`config.mk`:
```
export PLATFORM = sky130hd
export DESIGN_NAME = audio_i2s_codec_flat
export DESIGN_NICKNAME = d
export VERILOG_FILES = /design/src/rtl/audio_pkg.sv /design/src/rtl/audio_i2s_codec_if.sv /design/src/rtl/audio_hyst_cmp.sv /design/src/rtl/audio_i2s_codec.sv /design/src/flat_wrapper.sv
export SDC_FILE = /design/constraint.sdc
export NUM_CORES = 1
export LEC_CHECK = 0
export BUFFER_PORTS_ARGS = -buffer_cell sky130_fd_sc_hd__buf_2
export CORE_MARGIN = 1.5
export CORE_UTILIZATION = 62
export CTS_CLUSTER_DIAMETER = 120
export CTS_CLUSTER_SIZE = 24
export DETAILED_ROUTE_END_ITERATION = 8
export PLACE_DENSITY = 0.88
export REMOVE_ABC_BUFFERS = 1
export SYNTH_ARGS = -nofsm -noshare
export SYNTH_HDL_FRONTEND = slang
export SYNTH_SLANG_ARGS = --single-unit
```
`constraint.sdc`:
```
create_clock -name BCLK -period 4.6 [get_ports BCLK]
set_input_delay 0.69 -clock BCLK [delete_from_list [all_inputs] [get_ports BCLK]]
set_output_delay 0.69 -clock BCLK [all_outputs]
set_load 0.005 [all_outputs]
```
`src/rtl/audio_pkg.sv`:
```
// audio_pkg: shared constants for the I2S codec slice.
//   DEF_DATA_WIDTH / DEF_SLOT_BITS : default sample width and BCLKs per slot
//   DEF_HYST_HI / DEF_HYST_LO      : default cassette comparator thresholds
//   MSB_POS / LSB_POS              : slot positions of the first/last data bit
package audio_pkg;

    localparam int DEF_DATA_WIDTH = 32'd16;
    localparam int DEF_SLOT_BITS  = 32'd32;

    localparam logic signed [15:0] DEF_HYST_HI = 16'sh2000;
    localparam logic signed [15:0] DEF_HYST_LO = -16'sh2000;

    // I2S: one BCLK of delay after the word-select edge, then MSB first.
    localparam int MSB_POS = 32'd1;
    localparam int LSB_POS = DEF_DATA_WIDTH;

    typedef enum logic {
        CH_LEFT  = 1'b0,
        CH_RIGHT = 1'b1
    } audio_ch_e;

    // True when a slot position carries a data bit for a dw-bit sample.
    function automatic logic slot_bit_active(input int cnt, input int dw);
        return (cnt >= MSB_POS) && (cnt <= dw);
    endfunction

endpackage

```
`src/rtl/audio_i2s_codec_if.sv`:
```
// audio_i2s_codec_if: playback sample-pair handshake bus.
//   iDAC_L / iDAC_R : sample pair from the producer
//   iDAC_VALID      : producer offers a pair
//   oDAC_READY      : codec pending buffer is free
// master = sample producer, slave = codec.
interface audio_i2s_codec_if
    import audio_pkg::*;
#(
    parameter int DATA_WIDTH = DEF_DATA_WIDTH
);
    logic [DATA_WIDTH-1:0] iDAC_L;
    logic [DATA_WIDTH-1:0] iDAC_R;
    logic                  iDAC_VALID;
    logic                  oDAC_READY;

    modport master (
        output iDAC_L,
        output iDAC_R,
        output iDAC_VALID,
        input  oDAC_READY
    );

    modport slave (
        input  iDAC_L,
        input  iDAC_R,
        input  iDAC_VALID,
        output oDAC_READY
    );
endinterface

```
`src/rtl/audio_hyst_cmp.sv`:
```
// audio_hyst_cmp: signed hysteresis comparator producing one cassette bit.
//   BCLK, iRST_N : clock, async active-low reset
//   i_valid      : new sample present this cycle
//   i_sample     : signed sample
//   o_cass       : 1 after a sample above HI, 0 after one below LO, else held
module audio_hyst_cmp
    import audio_pkg::*;
#(
    parameter int                           DATA_WIDTH = DEF_DATA_WIDTH,
    parameter logic signed [DATA_WIDTH-1:0] HI         = DATA_WIDTH'(DEF_HYST_HI),
    parameter logic signed [DATA_WIDTH-1:0] LO         = DATA_WIDTH'(DEF_HYST_LO)
) (
    input  logic                         BCLK,
    input  logic                         iRST_N,
    input  logic                         i_valid,
    input  logic signed [DATA_WIDTH-1:0] i_sample,
    output logic                         o_cass
);

    logic r_cass;

    // Threshold state update on each delivered sample; band between holds.
    always_ff @(posedge BCLK or negedge iRST_N) begin
        if (!iRST_N) begin
            r_cass <= 1'b0;
        end else if (i_valid) begin
            if (i_sample > HI) begin
                r_cass <= 1'b1;
            end else if (i_sample < LO) begin
                r_cass <= 1'b0;
            end else begin
                r_cass <= r_cass;
            end
        end else begin
            r_cass <= r_cass;
        end
    end

    assign o_cass = r_cass;

endmodule

```
`src/rtl/audio_i2s_codec.sv`:
```
// audio_i2s_codec: I2S master-timed playback/capture with cassette comparators.
//   BCLK, iRST_N          : bit clock, async active-low reset
//   dac_bus (slave)       : playback pair handshake (iDAC_L/R, iDAC_VALID, oDAC_READY)
//   iMUTE                 : sampled at frame start, zeroes that frame
//   oUNDERRUN             : pulse when a frame starts with no new pair
//   oLRCK, oDACDAT        : word select / serial playback, launched on falling edge
//   iADCDAT               : serial capture
//   oADC_L/R, oADC_VALID  : captured pair, one pulse per frame
//   oCASS_L, oCASS_R      : per-channel hysteresis comparator bits
module audio_i2s_codec
    import audio_pkg::*;
#(
    parameter int               DATA_WIDTH = DEF_DATA_WIDTH,
    parameter int               SLOT_BITS  = DEF_SLOT_BITS,
    parameter logic signed [15:0] HYST_HI  = DEF_HYST_HI,
    parameter logic signed [15:0] HYST_LO  = DEF_HYST_LO
) (
    input  logic                  BCLK,
    input  logic                  iRST_N,
    audio_i2s_codec_if.slave      dac_bus,
    input  logic                  iMUTE,
    output logic                  oUNDERRUN,
    output logic                  oLRCK,
    output logic                  oDACDAT,
    input  logic                  iADCDAT,
    output logic [DATA_WIDTH-1:0] oADC_L,
    output logic [DATA_WIDTH-1:0] oADC_R,
    output logic                  oADC_VALID,
    output logic                  oCASS_L,
    output logic                  oCASS_R
);

    localparam int                           CW       = (SLOT_BITS > 2) ? $clog2(SLOT_BITS) : 1;
    localparam logic [CW-1:0]                CNT_LAST = CW'(SLOT_BITS - 1);
    localparam logic signed [DATA_WIDTH-1:0] HI_W     = DATA_WIDTH'(HYST_HI);
    localparam logic signed [DATA_WIDTH-1:0] LO_W     = DATA_WIDTH'(HYST_LO);

    logic [CW-1:0]         r_cnt;
    logic                  r_ch;
    logic [DATA_WIDTH-1:0] r_play_l, r_play_r;
    logic [DATA_WIDTH-1:0] r_pend_l, r_pend_r;
    logic                  r_dac_ready;     // 1 = pending buffer empty
    logic                  r_mute;
    logic                  r_underrun;
    logic [DATA_WIDTH-1:0] r_sh_l, r_sh_r;
    logic [DATA_WIDTH-1:0] r_adc_l, r_adc_r;
    logic                  r_adc_valid;
    logic                  r_lrck;
    logic                  r_dacdat;

    logic                  w_frame_start;
    logic                  w_accept;
    logic                  w_slot_bit;
    logic [DATA_WIDTH-1:0] w_word;
    logic [DATA_WIDTH-1:0] w_shifted;
    logic                  w_dac_bit;
    logic                  w_cass_l, w_cass_r;

    // Frame/handshake decode and the playback bit for the current slot position.
    always_comb begin
        w_frame_start = (r_cnt == CNT_LAST) && (r_ch == CH_RIGHT);
        w_accept      = dac_bus.iDAC_VALID && r_dac_ready;
        w_slot_bit    = slot_bit_active(int'(r_cnt), DATA_WIDTH);
        w_word        = (r_ch == CH_RIGHT) ? r_play_r : r_play_l;
        // Position 1 selects the MSB, so shift left by (cnt - 1).
        w_shifted     = w_word << (r_cnt - CW'(1));
        if (w_slot_bit && !r_mute) begin
            w_dac_bit = w_shifted[DATA_WIDTH-1];
        end else begin
            w_dac_bit = 1'b0;
        end
    end

    // Slot counter and channel toggle.
    always_ff @(posedge BCLK or negedge iRST_N) begin
        if (!iRST_N) begin
            r_cnt <= {CW{1'b0}};
            r_ch  <= CH_LEFT;
        end else if (r_cnt == CNT_LAST) begin
            r_cnt <= {CW{1'b0}};
            r_ch  <= ~r_ch;
        end else begin
            r_cnt <= r_cnt + CW'(1);
            r_ch  <= r_ch;
        end
    end

    // Pending buffer, play registers, mute latch and underrun flag.
    // The frame-start decision looks only at pre-edge pending state, so a
    // pair accepted on that same edge lands in pending for the next frame.
    always_ff @(posedge BCLK or negedge iRST_N) begin
        if (!iRST_N) begin
            r_play_l    <= {DATA_WIDTH{1'b0}};
            r_play_r    <= {DATA_WIDTH{1'b0}};
            r_pend_l    <= {DATA_WIDTH{1'b0}};
            r_pend_r    <= {DATA_WIDTH{1'b0}};
            r_dac_ready <= 1'b1;
            r_mute      <= 1'b0;
            r_underrun  <= 1'b0;
        end else begin
            r_underrun <= w_frame_start && r_dac_ready;
            if (w_frame_start) begin
                r_mute <= iMUTE;
            end else begin
                r_mute <= r_mute;
            end
            // A muted frame leaves a full pending buffer untouched.
            if (w_frame_start && !r_dac_ready && !iMUTE) begin
                r_play_l    <= r_pend_l;
                r_play_r    <= r_pend_r;
                r_dac_ready <= 1'b1;
            end else if (w_accept) begin
                r_pend_l    <= dac_bus.iDAC_L;
                r_pend_r    <= dac_bus.iDAC_R;
                r_dac_ready <= 1'b0;
            end else begin
                r_dac_ready <= r_dac_ready;
            end
        end
    end

    // Capture shift registers and per-frame captured-pair output.
    always_ff @(posedge BCLK or negedge iRST_N) begin
        if (!iRST_N) begin
            r_sh_l      <= {DATA_WIDTH{1'b0}};
            r_sh_r      <= {DATA_WIDTH{1'b0}};
            r_adc_l     <= {DATA_WIDTH{1'b0}};
            r_adc_r     <= {DATA_WIDTH{1'b0}};
            r_adc_valid <= 1'b0;
        end else begin
            if (w_slot_bit && (r_ch == CH_RIGHT)) begin
                r_sh_r <= {r_sh_r[DATA_WIDTH-2:0], iADCDAT};
            end else if (w_slot_bit) begin
                r_sh_l <= {r_sh_l[DATA_WIDTH-2:0], iADCDAT};
            end else begin
                r_sh_l <= r_sh_l;
                r_sh_r <= r_sh_r;
            end
            if (w_frame_start) begin
                r_adc_l     <= r_sh_l;
                r_adc_r     <= r_sh_r;
                r_adc_valid <= 1'b1;
            end else begin
                r_adc_valid <= 1'b0;
            end
        end
    end

    // Falling-edge launch gives the codec half a BCLK of setup and hold.
    always_ff @(negedge BCLK or negedge iRST_N) begin
        if (!iRST_N) begin
            r_lrck   <= 1'b0;
            r_dacdat <= 1'b0;
        end else begin
            r_lrck   <= r_ch;
            r_dacdat <= w_dac_bit;
        end
    end

    audio_hyst_cmp #(
        .DATA_WIDTH (DATA_WIDTH),
        .HI         (HI_W),
        .LO         (LO_W)
    ) u_cmp_l (
        .BCLK     (BCLK),
        .iRST_N   (iRST_N),
        .i_valid  (r_adc_valid),
        .i_sample (r_adc_l),
        .o_cass   (w_cass_l)
    );

    audio_hyst_cmp #(
        .DATA_WIDTH (DATA_WIDTH),
        .HI         (HI_W),
        .LO         (LO_W)
    ) u_cmp_r (
        .BCLK     (BCLK),
        .iRST_N   (iRST_N),
        .i_valid  (r_adc_valid),
        .i_sample (r_adc_r),
        .o_cass   (w_cass_r)
    );

    assign dac_bus.oDAC_READY = r_dac_ready;
    assign oUNDERRUN          = r_underrun;
    assign oLRCK              = r_lrck;
    assign oDACDAT            = r_dacdat;
    assign oADC_L             = r_adc_l;
    assign oADC_R             = r_adc_r;
    assign oADC_VALID         = r_adc_valid;
    assign oCASS_L            = w_cass_l;
    assign oCASS_R            = w_cass_r;

endmodule

```
`src/flat_wrapper.sv`:
```
// flat-port wrapper written by rule: the top's interface ports become plain ports
module audio_i2s_codec_flat import audio_pkg::*;
#(
    parameter int               DATA_WIDTH = DEF_DATA_WIDTH,
    parameter int               SLOT_BITS  = DEF_SLOT_BITS,
    parameter logic signed [15:0] HYST_HI  = DEF_HYST_HI,
    parameter logic signed [15:0] HYST_LO  = DEF_HYST_LO
)
  (BCLK, iRST_N, iMUTE, oUNDERRUN, oLRCK, oDACDAT, iADCDAT, oADC_L, oADC_R, oADC_VALID, oCASS_L, oCASS_R, dac_bus_iDAC_L, dac_bus_iDAC_R, dac_bus_iDAC_VALID, dac_bus_oDAC_READY);
  audio_i2s_codec_if #(.DATA_WIDTH(DATA_WIDTH)) dac_bus_i ();
  input  logic BCLK;
  input  logic iRST_N;
  input  logic iMUTE;
  output logic oUNDERRUN;
  output logic oLRCK;
  output logic oDACDAT;
  input  logic iADCDAT;
  output logic [DATA_WIDTH-1:0] oADC_L;
  output logic [DATA_WIDTH-1:0] oADC_R;
  output logic oADC_VALID;
  output logic oCASS_L;
  output logic oCASS_R;
  input wire logic [$bits(dac_bus_i.iDAC_L)-1:0] dac_bus_iDAC_L;
  input wire logic [$bits(dac_bus_i.iDAC_R)-1:0] dac_bus_iDAC_R;
  input wire logic [$bits(dac_bus_i.iDAC_VALID)-1:0] dac_bus_iDAC_VALID;
  output wire logic [$bits(dac_bus_i.oDAC_READY)-1:0] dac_bus_oDAC_READY;
  assign dac_bus_i.iDAC_L = dac_bus_iDAC_L;
  assign dac_bus_i.iDAC_R = dac_bus_iDAC_R;
  assign dac_bus_i.iDAC_VALID = dac_bus_iDAC_VALID;
  assign dac_bus_oDAC_READY = dac_bus_i.oDAC_READY;
  audio_i2s_codec #(.DATA_WIDTH(DATA_WIDTH), .SLOT_BITS(SLOT_BITS), .HYST_HI(HYST_HI), .HYST_LO(HYST_LO)) u_core (.BCLK(BCLK), .iRST_N(iRST_N), .dac_bus(dac_bus_i), .iMUTE(iMUTE), .oUNDERRUN(oUNDERRUN), .oLRCK(oLRCK), .oDACDAT(oDACDAT), .iADCDAT(iADCDAT), .oADC_L(oADC_L), .oADC_R(oADC_R), .oADC_VALID(oADC_VALID), .oCASS_L(oCASS_L), .oCASS_R(oCASS_R));
endmodule
```
==> metrics <==
initial cell density of the core=0.634; Post-CTS Resized=0; Avg Cell Area, Syn=about 15 um2; grt ovf=0; FFs w/ async S/R, synth=1.00; TritonCTS clock tree=done; top_reg_cell synth=dfrtp_1; crit path capture type=flop; number of antenna violations at the first check in global routing=0; post-route design area=6910 um2; DP Worst Slack=between 0.2 and 0.25 ns; Post-CTS Setup Repair Bufs=0; Setup Skew=between 0.06 and 0.07 ns; drt pass-1 iters=6; largest net degree at the start of global routing=80; Slew headroom=0.355; PD cells=between 400 and 500 nW/um2; share of cells above drive strength 1=0.499; Clock Tree Buf Depth=2; Fin Setup TNS=0 ns; Avg WL per Cell=approximately 17 um; total clock buffers created by CTS=17; H-tree depth=4; CP Data Required Time=2.57 ns; Iter 0 DRT Violations=slightly below 100; Post-DP HPWL=about 6500 um; Ys Warns=0; Least-Margin Pin Slew=~0.97 ns; cell taking the most area after synthesis=dfrtp_1; Critical Path AT=between 2 and 2.5 ns; DP Area=6290 um2; synthesized flop and latch total=around 140; final setup fails=0; startpoint types=flop; drt drc=0; Cell variety after synth=42; core region area=slightly above 9000 um2; first-pass GRT wire length=16800 um; clk sinks=142; CP Class=flop to flop; commonest non-fill, non-tap cell in the layout=dfrtp_1; Yosys top cell area share=0.596; post-synthesis sequential area ratio=0.610; Final Hold Fails=0; worst hold path class=input pin to async pin; Post-synth EDFFs=0; Util after Layout=0.752; via count=around 3300; synthesized area=slightly below 6000 um2; Routed Antenna Nets=0; # hold bufs at CTS=0; io pins=between 70 and 80; die area=approximately 10000 um2; Post-Layout Cell Count=about 580; worst hold slack=around 0.15 ns; Worst-path clk slew=approximately 0.060 ns; Placer Congestion=around 0.8; clock root buffer=clkbuf_8; most frequent cells in the layout=139 x dfrtp_1, 109 x mux2_2, 74 x buf_2; Synth area leaders=dfrtp_1 60%, mux2_2 21%, mux2_1 5.2%; Die Span Y=around 100 um; max_cap viols=0; status=finished, final reports clean; number of buffers added on ports=75; Slew Limit Fails=0; Synth Instances=377; area grow syn2layout=18.6%; clk_lat worst skew=about 0.5 ns; total power=3.13 mW; Site Rows=35; critical path fanouts, max=11; post-DR vias/cell=5.66; nets=roughly 500; final wirelength=~10000 um; placed cell count=approximately 550; ANT cells=0; vias in the first global route=about 3400; Die Wd=100 um; RSZ-0062 raised after global routing=no; post-route setup slack=~0.12 ns; total track usage=0.219; IR drop worst, VDD=between 0.2 and 0.25 mV; Leak=approximately 3.5 nW
==> path summary, 6_finish.rpt <==
check | start | end | slack, ns | cells past startpoint
worst max-delay path | u_core.r_ch | u_core.oDACDAT | 0.12 | 5
worst min-delay path | iRST_N | u_core.r_pend_r[7] | 0.15 | 1
worst max register to register | u_core.r_ch | u_core.oDACDAT | 0.12 | 5
worst min register to register | u_core.r_play_l[6] | u_core.r_play_l[6] | 0.49 | 1
max in group asynchronous | iRST_N | u_core.oLRCK | 1.78 | 1
min in group BCLK | dac_bus_iDAC_L[0] | u_core.r_pend_l[0] | 0.41 | 2
==> routing by layer <==
metal	wire length, um	up-vias	track usage
li1	-	1531	-
met1	4460	1676	0.285
met2	5080	64	0.356
met3	286	22	0.0487
met4	277	0	0.0986
met5	0	-	0
==> synth_stat cells, types with 2 or more instances <==
cell / instances
and3_1: 2
nand4_1: 2
buf_2: 6
nor4_1: 4
a21oi_1: 3
xor2_1: 2
mux4_2: 5
inv_1: 4
nand3_1: 2
buf_1: 3
a31oi_1: 4
buf_4: 5
mux2_1: 27
ha_1: 5
mux2i_1: 2
o21ai_0: 7
mux2_2: 109
nor3_1: 4
xnor2_1: 3
nand2_1: 9
nor2_1: 7
dfrtn_1: 2
mux2_4: 2
buf_6: 2
dfrtp_1: 139
==> registers in the layout (all words and copies together), names as in the netlist <==
name	cells
u_core.u_cmp_r.o_cass	1
u_core.oADC_VALID	1
u_core.oUNDERRUN	1
u_core.r_cnt	5
u_core.r_pend_r	16
u_core.oADC_L	16
u_core.u_cmp_l.o_cass	1
u_core.r_sh_l	16
u_core.oLRCK	1
u_core.r_mute	1
u_core.r_pend_l	16
u_core.r_sh_r	16
u_core.dac_bus.oDAC_READY	1
u_core.oADC_R	16
u_core.r_play_l	16
u_core.r_ch	1
u_core.r_play_r	16
u_core.oDACDAT	1
==> final cells by class <==
class / count / area, um2
flip-flops and latches: 142 / 3550
fillers: 527 / 2280
multi-input cells: 214 / 2150
clock buffers: 21 / 469
repair buffers: 81 / 427
clock inverters: 9 / 158
well taps: 111 / 139
inverters: 4 / 15.0
==> kinds of logic after synthesis <==
kind of cell             synth area share
flip-flops                          0.610
XOR/XNOR                          0.00751
AO/OA/AOI/OAI                      0.0234
AND/OR/NAND/NOR                    0.0358
multiplexers                        0.290
adder cells (fa/ha/maj)            0.0107
buffers and inverters              0.0225
==> worst max-delay path: stages, from the launching register on <==
cell and delay (ns):
dfrtp_1 0.65, buf_4 0.25, mux4_2 0.50, or2_1 0.23, a31oi_1 0.19, a2111oi_2 0.12
==> power breakdown <==
| part | switching, mW | internal [mW] |
|---|---|---|
| logic | 0.0700 | 0.129 |
| registers | 0.0868 | 1.41 |
| clock network | 0.500 | 0.934 |
No activity file was read; power rests on OpenSTA's default activity.
